==> config.mk <==
export PLATFORM = sky130hd
export DESIGN_NAME = apb_timer_irq_ctrl
export DESIGN_NICKNAME = d
export VERILOG_FILES = /design/src/rtl/apb_timer_irq_pkg.sv /design/src/rtl/apb_timer_irq_ctrl_prio_enc.sv /design/src/rtl/apb_timer_irq_ctrl.sv
export SDC_FILE = /design/constraint.sdc
export NUM_CORES = 1
export LEC_CHECK = 0
export BUFFER_PORTS_ARGS = -buffer_cell sky130_fd_sc_hd__buf_2
export CAP_MARGIN = 30
export CORE_UTILIZATION = 36
export CTS_CLUSTER_SIZE = 30
export DETAILED_ROUTE_END_ITERATION = 10
export PLACE_DENSITY = 0.84
export SLEW_MARGIN = 20
export SYNTH_ARGS = -nofsm -noshare
export SYNTH_HDL_FRONTEND = slang
export SYNTH_SLANG_ARGS = --single-unit
==> constraint.sdc <==
create_clock -name HCLK -period 1.55 [get_ports HCLK]
set_input_delay 0.0775 -clock HCLK [delete_from_list [all_inputs] [get_ports HCLK]]
set_output_delay 0.0775 -clock HCLK [all_outputs]
set_load 0.02 [all_outputs]
==> src/rtl/apb_timer_irq_pkg.sv <==
// ---------------------------------------------------------------------------
// apb_timer_irq_pkg
// Shared constants for the timer interrupt controller: register word offsets
// (decoded from PADDR[4:2]), the bit position of the "interrupt valid" flag in
// the ID register, and the width of the interrupt ID field.
// ---------------------------------------------------------------------------
package apb_timer_irq_pkg;

  localparam int IRQ_ID_W     = 5;
  localparam int ID_VALID_BIT = 31;

  // Word offsets (byte offset = word offset * 4)
  localparam logic [2:0] OFF_PENDING     = 3'd0;  // 0x00 RW1C
  localparam logic [2:0] OFF_MASK        = 3'd1;  // 0x04 RW
  localparam logic [2:0] OFF_PENDING_SET = 3'd2;  // 0x08 WO
  localparam logic [2:0] OFF_ACTIVE      = 3'd3;  // 0x0C RO
  localparam logic [2:0] OFF_ID          = 3'd4;  // 0x10 RO

  // Offsets above OFF_ID are unmapped and answer with PSLVERR.
  function automatic logic is_unmapped(input logic [2:0] off);
    return off > OFF_ID;
  endfunction

endpackage

==> src/rtl/apb_timer_irq_ctrl_prio_enc.sv <==
// ---------------------------------------------------------------------------
// irq_prio_enc
// Lowest-index-first priority encoder. Reusable by any interrupt aggregator.
//   vec_i   [N-1:0]    request vector
//   valid_o            at least one request set
//   id_o    [ID_W-1:0] index of the lowest set bit, 0 when none set
// ---------------------------------------------------------------------------
module irq_prio_enc #(
  parameter int N    = 4,
  parameter int ID_W = 5
) (
  input  logic [N-1:0]    vec_i,
  output logic            valid_o,
  output logic [ID_W-1:0] id_o
);

  assign valid_o = |vec_i;

  // Scan from the top down so the last hit (lowest index) wins.
  always_comb begin
    id_o = '0;
    for (int i = N - 1; i >= 0; i--) begin
      if (vec_i[i]) id_o = ID_W'(i);
    end
  end

endmodule

==> src/rtl/apb_timer_irq_ctrl.sv <==
// ---------------------------------------------------------------------------
// apb_timer_irq_ctrl
// Collects the timer block's interrupt pulses/levels, edge-detects each into
// a sticky pending bit, masks them, and presents one prioritised interrupt
// (lowest index first) with an ID and acknowledge handshake to the core.
// Zero-wait-state APB slave for PENDING / MASK / PENDING_SET / ACTIVE / ID.
//
// Ports:
//   HCLK, HRESETn          clock, asynchronous active-low reset
//   PADDR/PWDATA/PWRITE/   APB slave; only PADDR[4:2] is decoded
//   PSEL/PENABLE
//   PRDATA/PREADY/PSLVERR  APB response (PREADY tied high)
//   irq_i   [IRQ_CNT-1:0]  interrupt sources
//   irq_o                  combined interrupt request
//   irq_id_o [4:0]         index of presented source
//   irq_ack_i              one-cycle acknowledge of the presented source
// ---------------------------------------------------------------------------
module apb_timer_irq_ctrl
  import apb_timer_irq_pkg::*;
#(
  parameter int APB_ADDR_WIDTH = 12,
  parameter int IRQ_CNT        = 4
) (
  input  logic                      HCLK,
  input  logic                      HRESETn,
  input  logic [APB_ADDR_WIDTH-1:0] PADDR,
  input  logic [31:0]               PWDATA,
  input  logic                      PWRITE,
  input  logic                      PSEL,
  input  logic                      PENABLE,
  output logic [31:0]               PRDATA,
  output logic                      PREADY,
  output logic                      PSLVERR,
  input  logic [IRQ_CNT-1:0]        irq_i,
  output logic                      irq_o,
  output logic [IRQ_ID_W-1:0]       irq_id_o,
  input  logic                      irq_ack_i
);

  logic [IRQ_CNT-1:0] irq_q;
  logic [IRQ_CNT-1:0] pending;
  logic [IRQ_CNT-1:0] mask;
  logic [IRQ_CNT-1:0] active;
  logic [IRQ_CNT-1:0] rise;
  logic [IRQ_CNT-1:0] wdata_irq;
  logic [IRQ_CNT-1:0] ack_vec;
  logic [IRQ_CNT-1:0] set_vec;
  logic [IRQ_CNT-1:0] clr_vec;

  logic [2:0]  reg_off;
  logic        bad_off;
  logic        apb_access;
  logic        apb_wr;
  logic        apb_rd;
  logic        wr_pending;
  logic        wr_mask;
  logic        wr_pending_set;
  logic [31:0] rd_data;
  logic        unused_ok;

  // Address bits outside [4:2] and write-data bits above IRQ_CNT are don't-care.
  assign unused_ok = ^{PADDR, PWDATA};

  // ---------------------------------------------------------------- APB decode
  assign reg_off    = PADDR[4:2];
  assign bad_off    = is_unmapped(reg_off);
  assign apb_access = PSEL & PENABLE;
  assign apb_wr     = apb_access & PWRITE & ~bad_off;
  assign apb_rd     = PSEL & ~PWRITE;

  assign wr_pending     = apb_wr & (reg_off == OFF_PENDING);
  assign wr_mask        = apb_wr & (reg_off == OFF_MASK);
  assign wr_pending_set = apb_wr & (reg_off == OFF_PENDING_SET);

  assign wdata_irq = PWDATA[IRQ_CNT-1:0];

  assign PREADY  = 1'b1;
  assign PSLVERR = apb_access & bad_off;

  // ------------------------------------------------------- source/priority
  assign rise   = irq_i & ~irq_q;
  assign active = pending & mask;

  irq_prio_enc #(
    .N   (IRQ_CNT),
    .ID_W(IRQ_ID_W)
  ) u_prio_enc (
    .vec_i  (active),
    .valid_o(irq_o),
    .id_o   (irq_id_o)
  );

  // Acknowledge only retires the source currently being presented.
  always_comb begin
    ack_vec = '0;
    for (int i = 0; i < IRQ_CNT; i++) begin
      ack_vec[i] = irq_ack_i & irq_o & (irq_id_o == IRQ_ID_W'(i));
    end
  end

  assign set_vec = rise | (wr_pending_set ? wdata_irq : '0);
  assign clr_vec = ack_vec | (wr_pending ? wdata_irq : '0);

  // --------------------------------------------------------------- state
  always_ff @(posedge HCLK or negedge HRESETn) begin
    if (!HRESETn) begin
      irq_q   <= '0;
      pending <= '0;
      mask    <= '0;
    end else begin
      irq_q   <= irq_i;
      // A new event in the same cycle as a clear keeps the bit pending.
      pending <= (pending & ~clr_vec) | set_vec;
      if (wr_mask) mask <= wdata_irq;
    end
  end

  // --------------------------------------------------------------- readback
  always_comb begin
    rd_data = '0;
    if (apb_rd) begin
      case (reg_off)
        OFF_PENDING: rd_data = 32'(pending);
        OFF_MASK:    rd_data = 32'(mask);
        OFF_ACTIVE:  rd_data = 32'(active);
        OFF_ID: begin
          rd_data[ID_VALID_BIT]  = irq_o;
          rd_data[IRQ_ID_W-1:0]  = irq_id_o;
        end
        default:     rd_data = '0;
      endcase
    end
  end

  assign PRDATA = rd_data;

endmodule

==> impl_metrics.xml <==
<?xml version="1.0" encoding="UTF-8"?>
<metrics>
  <group name="drt">
    <metric name="detailroute.wirelength.met2" unit="um">931</metric>
    <metric name="route.vias.total" unit="">844</metric>
    <metric name="route.final.wire_length" unit="um">1968</metric>
    <metric name="routedWlPerCell" unit="um">10.81</metric>
    <metric name="postRouteAntennaNets" unit="">0</metric>
    <metric name="met3_length" unit="um">168</metric>
    <metric name="routed.top_layer" unit="">met4</metric>
    <metric name="detail_route.wirelength.met1" unit="um">849</metric>
    <metric name="drcViolationCount" unit="">0</metric>
    <metric name="drt-pass1-iter-count" unit="">4</metric>
    <metric name="routed_via_density" unit="">4.637</metric>
    <metric name="drt-initial-drc-count" unit="">17</metric>
  </group>
  <group name="layout">
    <metric name="areaGrowthSynthToFinish" unit="%">21.97</metric>
    <metric name="design_area" unit="um2">1195</metric>
    <metric name="final_cell_count_no_fill" unit="">182</metric>
    <metric name="insertedDiodeCount" unit="">0</metric>
    <metric name="layout.nets" unit="">208</metric>
    <metric name="drive_above_1_share" unit="">0.3421</metric>
  </group>
  <group name="setup_path">
    <metric name="crit_family" unit="">compound AO/OA/AOI/OAI gates</metric>
    <metric name="cp-start-kind" unit="">register</metric>
    <metric name="worst_ep_required_time" unit="ns">1.47</metric>
    <metric name="category_of_the_worst_setup_path_capture_point" unit="">output port</metric>
    <metric name="critical_path_buf_inv_count" unit="">1</metric>
    <metric name="worstSetupPathType" unit="">reg -&gt; out</metric>
    <metric name="worstPathMaxFanout" unit="">6</metric>
    <metric name="timing.critical_path.depth" unit="">5</metric>
    <metric name="cp_cell_sequence" unit="">nor2b_1 -&gt; a21oi_1 -&gt; o32a_1 -&gt; a2111oi_2 -&gt; buf_2</metric>
    <metric name="critPathSlowestCell" unit="">dfrtp_1</metric>
    <metric name="r2r.worst_path.cells" unit="">6</metric>
    <metric name="data_arrival_critical_path" unit="ns">1.66</metric>
    <metric name="cpPeakStageDelay" unit="ns">0.41</metric>
  </group>
  <group name="synthesis">
    <metric name="yosysSeqAreaShare" unit="">0.3065</metric>
    <metric name="synth.cell_area" unit="um2">979.7</metric>
    <metric name="synth.distinct_cells" unit="">32</metric>
    <metric name="ys_ff_latch" unit="">12</metric>
    <metric name="yosys_warnings" unit="">0</metric>
    <metric name="syn_area_per_cell" unit="um2">8.906</metric>
    <metric name="synth_cells" unit="">110</metric>
  </group>
  <group name="grt">
    <metric name="overflow" unit="">0</metric>
    <metric name="first_global_vias" unit="">686</metric>
    <metric name="grt_max_degree" unit="">13</metric>
    <metric name="antenna_found_initial" unit="">0</metric>
    <metric name="grt_use_total" unit="">0.1460</metric>
    <metric name="grt_first_pass_wirelength" unit="um">2939</metric>
  </group>
  <group name="hold_path">
    <metric name="holdCritPathClass" unit="">in -&gt; reg</metric>
    <metric name="min_delay_path_depth" unit="">2</metric>
  </group>
  <group name="cts">
    <metric name="clk-insertion-delay-late" unit="ns">0.28</metric>
    <metric name="numCtsBuffers" unit="">3</metric>
    <metric name="clkSinkCount" unit="">12</metric>
    <metric name="tritoncts" unit="">yes</metric>
    <metric name="clockBufferDepth" unit="">2</metric>
    <metric name="htree_levels" unit="">1</metric>
    <metric name="clock_slew_seen_by_the_registers_of_the_worst_setup_and_hold_paths" unit="ns">0.08</metric>
    <metric name="ctsRootBufferMaster" unit="">clkbuf_4</metric>
  </group>
  <group name="floorplanning">
    <metric name="chipHeight" unit="um">54.17</metric>
    <metric name="die-width" unit="um">54.17</metric>
    <metric name="start_util" unit="">0.3884</metric>
    <metric name="fp.dieArea" unit="um2">2934</metric>
    <metric name="floorplan_core_area" unit="um2">2522</metric>
    <metric name="num_io_pins" unit="">94</metric>
    <metric name="std_cell_rows" unit="">18</metric>
  </group>
  <group name="sta">
    <metric name="final-setup-viol-count" unit="">4</metric>
    <metric name="post-route-worst-setup-slack" unit="ns">-0.1828</metric>
    <metric name="hold_violations" unit="">0</metric>
    <metric name="fin_tns_setup" unit="ns">-0.3980</metric>
    <metric name="finalCriticalPeriod" unit="ns">1.733</metric>
    <metric name="rsz_0062_raised_after_global_routing" unit="">yes</metric>
    <metric name="clock_skew" unit="ns">0.007476</metric>
    <metric name="fmax" unit="MHz">577.1</metric>
    <metric name="min_period_over_period" unit="">1.118</metric>
    <metric name="final_max_slew_viol_count" unit="">0</metric>
    <metric name="timing.hold.ws" unit="ns">0.05391</metric>
  </group>
  <group name="run_status">
    <metric name="status" unit="">complete, but fails checks</metric>
    <metric name="failing_checks" unit="">negative setup slack</metric>
  </group>
  <group name="power">
    <metric name="leakage" unit="nW">0.6095</metric>
    <metric name="vdd_drop_max" unit="mV">0.6315</metric>
    <metric name="power-per-cell-area" unit="nW/um2">989.6</metric>
  </group>
  <group name="placed_design">
    <metric name="globalplace.congestion" unit="">0.8592</metric>
    <metric name="place.detailed.instances" unit="">166</metric>
    <metric name="detailed_place.area" unit="um2">1040</metric>
    <metric name="hpwlAfterDp" unit="um">1478</metric>
    <metric name="io_buffers" unit="">25</metric>
  </group>
  <group name="job">
    <metric name="cap_violations" unit="">0</metric>
  </group>
</metrics>
[state kept, by name (all words and copies together) (netlist names)]
name / count
mask: 4
pending: 4
irq_q: 4
[kinds of logic after synthesis]
| group | synth area share |
|---|---|
| AOI/OAI and AO/OA | 0.1750 |
| buffers and inverters | 0.2810 |
| DFF | 0.3065 |
| muxes | 0.04597 |
| other | 0.007666 |
| and+or+nand+nor | 0.1839 |
[final cells by class]
type | count | area (um2)
clock buffer | 3 | 22.52
fill | 252 | 1328
inverter | 4 | 15.01
multi-input combinational | 89 | 525.5
sequential | 12 | 300.3
tap | 30 | 37.54
timing repair buffer | 44 | 294.0
[metrics by stage]
step                      power [mW]  setup WS, ns    util
after floorplan               0.7808      -0.01484       -
after global placement        0.8465       0.09364  0.4122
after detailed placement      0.8589       0.07509  0.4122
after CTS                      1.155       -0.1894  0.4673
after global routing           1.265       -0.2701  0.4737
final                          1.182       -0.1828  0.4737
[power by group]
group	internal, mW	switching, mW
Sequential	0.363	0.0486
Clock	0.0901	0.104
Combinational	0.274	0.302
Total	0.727	0.455
[worst reg2reg max path, delay by kind of cell (launching register included)]
kind                   cells  cell delay [ns]
flip-flops                 1             0.38
buffers and inverters      2             0.27
AND/OR/NAND/NOR            2             0.26
AO/OA/AOI/OAI              2             0.48
[cells in the mapped netlist]
| library cell | instances | area [um2] |
|---|---|---|
| or2_2 | 1 | 6.260 |
| and4_1 | 1 | 8.760 |
| a221oi_1 | 1 | 8.760 |
| and3_1 | 1 | 6.260 |
| nand4b_1 | 1 | 8.760 |
| nand2b_1 | 3 | 18.77 |
| and2b_1 | 2 | 15.01 |
| conb_1 | 2 | 7.510 |
| a22oi_1 | 2 | 15.01 |
| nor2_1 | 3 | 11.26 |
| nor2b_1 | 4 | 25.02 |
| nor2_4 | 1 | 11.26 |
| or2_0 | 1 | 6.260 |
| mux2_2 | 4 | 45.04 |
| nand3_1 | 2 | 10.01 |
| a2111oi_2 | 1 | 15.01 |
| buf_2 | 1 | 5.000 |
| nor3_1 | 2 | 10.01 |
| and2_1 | 1 | 6.260 |
| buf_4 | 31 | 232.7 |
| a21oi_1 | 6 | 30.03 |
| a221o_1 | 4 | 40.04 |
| dfrtp_1 | 12 | 300.3 |
| o32a_1 | 1 | 10.01 |
| a32oi_1 | 3 | 26.28 |
| buf_6 | 2 | 22.52 |
| inv_1 | 4 | 15.01 |
| o21ai_0 | 2 | 10.01 |
| nand4_1 | 1 | 6.260 |
| a22o_1 | 1 | 8.760 |
| nand2_1 | 8 | 30.03 |
| a21boi_0 | 1 | 7.510 |
[worst paths after layout]
kind,startpoint,end,slack (ns)
worst min register to register,irq_q[2],pending[2],0.56
worst max-delay path,pending[0],PRDATA[0],-0.18
max in group asynchronous,HRESETn,irq_q[1],1.13
worst max register to register,mask[0],pending[3],0.04
min in group asynchronous,HRESETn,irq_q[0],0.20
worst min-delay path,PWDATA[3],pending[3],0.05
[routing by layer]
metal / GRT usage / vias to the layer above
met4: 0.05128 / 0
li1: - / 408
met5: 0 / -
met3: 0.05085 / 4
met2: 0.2459 / 54
met1: 0.1692 / 378
[what timing repair did]
item                                    in CTS  in global routing
pin swaps                                    3                  0
endpoints found under the setup margin       3                  7
hold buffers                                 5                  0
resized for setup                            4                  4
endpoints found under the hold margin       16                  0
buffers inserted                             7                  1
[layout by cell type (no fill, tap or decap), types with 2 or more instances in the layout]
| master | instances |
|---|---|
| buf_4 | 17 |
| nor2b_1 | 4 |
| a32oi_1 | 3 |
| nand2_1 | 8 |
| nor2_1 | 3 |
| nand2b_1 | 3 |
| nor3_1 | 2 |
| conb_1 | 31 |
| inv_1 | 4 |
| dlygate4sd3_1 | 5 |
| and2b_1 | 2 |
| a21oi_1 | 4 |
| mux2_2 | 4 |
| buf_2 | 21 |
| clkbuf_4 | 3 |
| dfrtp_1 | 12 |
| a21oi_2 | 2 |
| a221o_1 | 4 |
| a22oi_1 | 2 |
(Power assumes the default switching activity.)
